--- config.mk ---
export PLATFORM = sky130hd
export DESIGN_NAME = lcd_write_sequencer
export DESIGN_NICKNAME = d
export VERILOG_FILES = /design/src/rtl/lcd_write_sequencer.sv
export SDC_FILE = /design/constraint.sdc
export NUM_CORES = 1
export LEC_CHECK = 0
export CAP_MARGIN = 20
export CORE_MARGIN = 5
export CORE_UTILIZATION = 50
export DETAILED_ROUTE_END_ITERATION = 10
export GPL_ROUTABILITY_DRIVEN = 0
export PLACE_DENSITY = 0.87
export REMOVE_ABC_BUFFERS = 1
export SYNTH_ARGS = -nofsm -noshare
export SYNTH_HDL_FRONTEND = slang
export SYNTH_SLANG_ARGS = --single-unit
--- constraint.sdc ---
create_clock -name i_clk -period 2.12 [get_ports i_clk]
set_input_delay 0.424 -clock i_clk [delete_from_list [all_inputs] [get_ports i_clk]]
set_output_delay 0.424 -clock i_clk [all_outputs]
set_load 0.02 [all_outputs]
--- src/rtl/lcd_write_sequencer.sv ---
// ============================================================================
// Module  : lcd_write_sequencer
// Purpose : Turns CPU LCD-register request toggles into timed HD44780 writes.
//           Optional power-on init sequence enabled by defining LCD_INIT_EN.
// Revision: 1.0 - initial release
// ============================================================================
`default_nettype none

module lcd_write_sequencer #(
   parameter int T_SETUP   = 2,
   parameter int T_PULSE   = 25,
   parameter int T_HOLD    = 2,
   parameter int T_EXEC    = 2000,
   parameter int T_CLEAR   = 80000,
   parameter int T_POWERUP = 750000,
   parameter int CNT_W     = 20
) (
   input  logic        i_clk,
   input  logic        i_reset,
   input  logic [31:0] i_io_lcd,
   output logic        o_lcd_on,
   output logic        o_lcd_en,
   output logic        o_lcd_rs,
   output logic        o_lcd_rw,
   output logic [7:0]  o_lcd_data,
   output logic        o_busy,
   output logic        o_ack
);

   localparam logic [2:0] c_st_idle      = 3'd0;
   localparam logic [2:0] c_st_setup     = 3'd1;
   localparam logic [2:0] c_st_pulse     = 3'd2;
   localparam logic [2:0] c_st_hold      = 3'd3;
   localparam logic [2:0] c_st_wait      = 3'd4;
   localparam logic [2:0] c_st_init_wait = 3'd5;

   localparam logic [CNT_W-1:0] c_setup_m1   = CNT_W'(T_SETUP - 1);
   localparam logic [CNT_W-1:0] c_pulse_m1   = CNT_W'(T_PULSE - 1);
   localparam logic [CNT_W-1:0] c_hold_m1    = CNT_W'(T_HOLD - 1);
   localparam logic [CNT_W-1:0] c_exec_m1    = CNT_W'(T_EXEC - 1);
   localparam logic [CNT_W-1:0] c_clear_m1   = CNT_W'(T_CLEAR - 1);
   localparam logic [CNT_W-1:0] c_powerup_m1 = CNT_W'(T_POWERUP - 1);
   localparam logic [CNT_W-1:0] c_one        = CNT_W'(1);

   logic [2:0]       r_state;
   logic [2:0]       w_state_nxt;
   logic [CNT_W-1:0] r_cnt;
   logic [CNT_W-1:0] w_cnt_nxt;
   logic             r_en;
   logic             r_rs;
   logic [7:0]       r_data;
   logic             r_busy;
   logic             r_ack;
   logic             r_seen;
   logic             r_on;
   logic             w_pending;
   logic             w_cnt_zero;
   logic             w_is_clear;
   logic             w_more_init;
   logic             w_unused_bits;

   assign w_pending     = (i_io_lcd[30] != r_seen);
   assign w_cnt_zero    = (r_cnt == '0);
   // Clear (0x01) and return-home (0x02/0x03) need the long execution wait
   assign w_is_clear    = !r_rs && (r_data[7:2] == 6'd0) && (r_data != 8'd0);
   assign w_unused_bits = &{i_io_lcd[29:10], i_io_lcd[8]};

`ifdef LCD_INIT_EN
   logic       r_init_act;
   logic [2:0] r_init_idx;

   function automatic logic [7:0] init_cmd(input logic [2:0] idx);
      case (idx)
         3'd0, 3'd1, 3'd2: init_cmd = 8'h38;
         3'd3:             init_cmd = 8'h0C;
         3'd4:             init_cmd = 8'h01;
         default:          init_cmd = 8'h06;
      endcase
   endfunction

   assign w_more_init = r_init_act && (r_init_idx != 3'd5);
`else
   assign w_more_init = 1'b0;
`endif

   always_comb begin
      w_state_nxt = r_state;
      w_cnt_nxt   = r_cnt;
      case (r_state)
         c_st_idle: begin
            if (w_pending) begin
               w_state_nxt = c_st_setup;
               w_cnt_nxt   = c_setup_m1;
            end
         end
         c_st_setup: begin
            if (w_cnt_zero) begin
               w_state_nxt = c_st_pulse;
               w_cnt_nxt   = c_pulse_m1;
            end else begin
               w_cnt_nxt = r_cnt - c_one;
            end
         end
         c_st_pulse: begin
            if (w_cnt_zero) begin
               w_state_nxt = c_st_hold;
               w_cnt_nxt   = c_hold_m1;
            end else begin
               w_cnt_nxt = r_cnt - c_one;
            end
         end
         c_st_hold: begin
            if (w_cnt_zero) begin
               w_state_nxt = c_st_wait;
               w_cnt_nxt   = w_is_clear ? c_clear_m1 : c_exec_m1;
            end else begin
               w_cnt_nxt = r_cnt - c_one;
            end
         end
         c_st_wait: begin
            if (w_cnt_zero) begin
               // Init commands chain straight into the next write so busy never drops
               w_state_nxt = w_more_init ? c_st_setup : c_st_idle;
               w_cnt_nxt   = w_more_init ? c_setup_m1 : '0;
            end else begin
               w_cnt_nxt = r_cnt - c_one;
            end
         end
`ifdef LCD_INIT_EN
         c_st_init_wait: begin
            // Counts up so the cleared reset counter is the start of the power-on wait
            if (r_cnt == c_powerup_m1) begin
               w_state_nxt = c_st_setup;
               w_cnt_nxt   = c_setup_m1;
            end else begin
               w_cnt_nxt = r_cnt + c_one;
            end
         end
`endif
         default: begin
            w_state_nxt = c_st_idle;
            w_cnt_nxt   = '0;
         end
      endcase
   end

   always_ff @(posedge i_clk) begin
      if (i_reset) begin
`ifdef LCD_INIT_EN
         r_state    <= c_st_init_wait;
         r_init_act <= 1'b1;
         r_init_idx <= 3'd0;
`else
         r_state    <= c_st_idle;
`endif
         r_cnt      <= '0;
         r_en       <= 1'b0;
         r_rs       <= 1'b0;
         r_data     <= 8'd0;
         r_busy     <= 1'b0;
         r_ack      <= 1'b0;
         r_seen     <= 1'b0;
         r_on       <= 1'b0;
      end else begin
         r_state <= w_state_nxt;
         r_cnt   <= w_cnt_nxt;
         r_en    <= (w_state_nxt == c_st_pulse);
         r_busy  <= (w_state_nxt != c_st_idle);
         r_on    <= i_io_lcd[31];
         if (r_state == c_st_idle && w_pending) begin
            r_rs   <= i_io_lcd[9];
            r_data <= i_io_lcd[7:0];
            r_seen <= i_io_lcd[30];
         end
`ifdef LCD_INIT_EN
         if (r_state == c_st_init_wait && w_state_nxt == c_st_setup) begin
            r_rs   <= 1'b0;
            r_data <= init_cmd(3'd0);
         end
         if (r_state == c_st_wait && w_cnt_zero && r_init_act) begin
            if (w_more_init) begin
               r_init_idx <= r_init_idx + 3'd1;
               r_rs       <= 1'b0;
               r_data     <= init_cmd(r_init_idx + 3'd1);
            end else begin
               r_init_act <= 1'b0;
            end
         end
         if (r_state == c_st_wait && w_state_nxt == c_st_idle && !r_init_act) begin
            r_ack <= r_seen;
         end
`else
         if (r_state == c_st_wait && w_state_nxt == c_st_idle) begin
            r_ack <= r_seen;
         end
`endif
      end
   end

   assign o_lcd_on   = r_on;
   assign o_lcd_en   = r_en;
   assign o_lcd_rs   = r_rs;
   assign o_lcd_rw   = 1'b0;
   assign o_lcd_data = r_data;
   assign o_busy     = r_busy;
   assign o_ack      = r_ack;

endmodule

`default_nettype wire
==> results of run 1 <==
-- layout by cell type (no fill, tap or decap), drive strengths merged, types with 6 or more instances in the layout --
cell type	instances
buf	23
nor3	9
nor2	14
a21oi	25
inv	10
a31oi	6
nand2	33
dfxtp	37
clkbuf	7
clkdlybuf4s50	25
nor4	6
nand3	15
o21ai	12
-- cells in the mapped netlist, types with 3 or more instances --
cell / number / area share, %
a31oi_1: 6 / 1.8
nor3_1: 6 / 1.4
xnor2_1: 3 / 1.3
a21o_1: 3 / 1.1
nand4_1: 4 / 1.2
a311oi_1: 3 / 1.3
clkbuf_1: 8 / 1.4
nor2_1: 14 / 2.5
or3_1: 4 / 1.2
nand2_2: 3 / 0.90
nor4_1: 4 / 1.2
dfxtp_1: 37 / 35
inv_1: 10 / 1.8
and2_1: 3 / 0.90
o211ai_1: 5 / 1.8
nand3_1: 15 / 3.6
a22o_1: 3 / 1.3
o21ai_0: 10 / 2.4
a21oi_1: 23 / 5.5
nand2_1: 30 / 5.4
o21a_1: 3 / 1.1
-- flip-flops by register name (all words and copies together) (netlist names) --
signal and cells:
o_ack 1, r_state 3, o_lcd_data 8, o_busy 1, o_lcd_on 1, o_lcd_en 1, r_cnt 20, o_lcd_rs 1
r_seen 1
-- metrics by stage --
stage / worst slack (ps) / utilization (%)
6_report: 83.6 / 65.6
5_1_grt: 11.9 / 65.6
4_1_cts: 63.4 / 65.0
3_5_place_dp: 60.5 / 62.1
3_3_place_gp: 114 / 62.1
2_1_floorplan: 258 / -
-- timing repair --
item	in CTS	in global routing
hold buffers	0	0
setup endpoints to repair	0	12
resized for setup	0	5
-- layer usage --
metal | part of all wire, % | vias to the layer above | track usage [%] | wire length, µm
met5 | 0 | - | 0 | 0
met4 | 2.8 | 0 | 10.3 | 165
met3 | 7.3 | 17 | 4.67 | 429
met2 | 51 | 81 | 37.8 | 3020
met1 | 39 | 1014 | 28.4 | 2290
li1 | - | 1025 | - | -
-- final timing paths --
path | start | endpoint | slack, ps | cells after the start
worst min-delay path | o_lcd_data[3] | o_lcd_data[3] | 480 | 2
worst min register to register | o_lcd_data[3] | o_lcd_data[3] | 480 | 2
worst max register to register | r_cnt[0] | r_cnt[3] | 80 | 8
worst max-delay path | r_cnt[0] | r_cnt[3] | 80 | 8
-- cells by family after synthesis --
family          count (synthesis)
compound gates                 81
xor+xnor                        4
fa+ha+maj                       1
buf+inv                        24
flops                          37
mux                             2
other cells                     1
simple gates                  103
-- critical path, delay by kind of cell, from the launching register on --
kind,cells,cell delay (ps)
AO/OA/AOI/OAI,3,730
AND/OR/NAND/NOR,2,410
flip-flops,1,330
buffers and inverters,2,250
adder cells (fa/ha/maj),1,250
-- layout make-up --
type | instances | area [µm²] | share of cell area, %
clock inverters | 1 | 30.0 | 1.14
multi-input cells | 192 | 1260 | 47.8
flip-flops and latches | 37 | 741 | 28.0
repair buffers | 48 | 423 | 16.0
well taps | 50 | 62.6 | 2.37
clock buffers | 7 | 86.3 | 3.27
inverters | 10 | 37.5 | 1.42
==> qor.csv, run 1 <==
metric;value;unit
startpoint_type;flip-flop;
grt_pass1_vias;2066;
placed_cells;337;
drive_gt1_share;16.9;%
synth_seq_cells;37;
fin_cells;345;
initial_utilization;52.0;%
drtIter0Drc;209;
clk_pin_slew_worst_paths;70;ps
fin_skew;5.09;ps
synth_top_family_by_area;simple AND/OR/NAND/NOR gates;
maxSlewViolCount;0;
nFillCells;343;
hold_violations;0;
grt_max_degree;21;
antennaDiodeCount;0;
relSlewSlack;57.3;%
grt_pass1_wl;9740;µm
detail-route-antenna-nets;0;
worstPathRequired;2340;ps
cts.sinks;37;
crit_type;reg -> reg;
grt_overflow;0;
finalCritPeriodShare;96.1;%
fmax;491;MHz
finalInstanceArea;0.00264;mm²
critPathArrivalTime;2260;ps
dieHeight;74.7;µm
boundaryPins;48;
cap_violations;0;
synth-simple-area-share;28.8;%
vias_per_cell;6.19;
core_area;0.00403;mm²
clk_path_buf_depth;2;
synth_fa_ha_area_share;0.598;%
synth_xor_area_share;1.67;%
synth_cells;253;
netlist_area;0.00209;mm²
placed_area;0.00250;mm²
cp_max_fo;6;
post_cts_buffers;0;
wl;5910;µm
tns;0;ps
h-tree-depth;2;
synth_edf_count;0;
area.growth.synth_to_final;26.3;%
cts_made_buffers;5;
rows;23;
cts_tree;built;
num-nets-final;329;
rsz0062_at_grt;false;
worst_pin_slew;639;ps
vias;2137;
setup_viol;0;
path_cells;inv_1 > ha_1 > nor4b_4 > and2_2 > buf_4 > a311o_1 > a31o_1 > a31oi_1;
avgSynthCellArea;8.27;µm²
async_flop_share;0;%
dieWidth;74.7;µm
drc;0;
worst_path_max_delay_cell;a311o_1;
critPathCaptureType;flip-flop;
clkLatencyLatePin;300;ps
synthFlopType;dfxtp_1;
cts_root_buf;clkbuf_8;
grt_usage;22.7;%
whs;477;ps
yosysUniqueCellTypes;63;
final.min_clock_period;2040;ps
numPortBuffers;25;
drt-wirelength-per-cell;17.1;µm
die-area;0.00558;mm²
ys_seq_area_share;35.4;%
yosys_warnings;0;
max_stage_delay;370;ps
antenna_found_initial;0;
detailed_place_hpwl;4460;µm
status;finished clean;
muxShareOfSynthArea;0.956;%
synth_compound_area_share;27.0;%
hold_class;reg -> reg;
drt_first_pass_iters;4;
Power of run 1 is not shown: default switching activity piles up to over one toggle a cycle in this logic, so the estimate is an artifact.
==> run 2, diff against run 1 <==
Settings changed: CTS_CLUSTER_SIZE from default to 12.
==> results of run 2 <==
Same layout as run 1: the final DEF is identical, and so are final timing and power.
Power of run 2 is left out for the same reason.
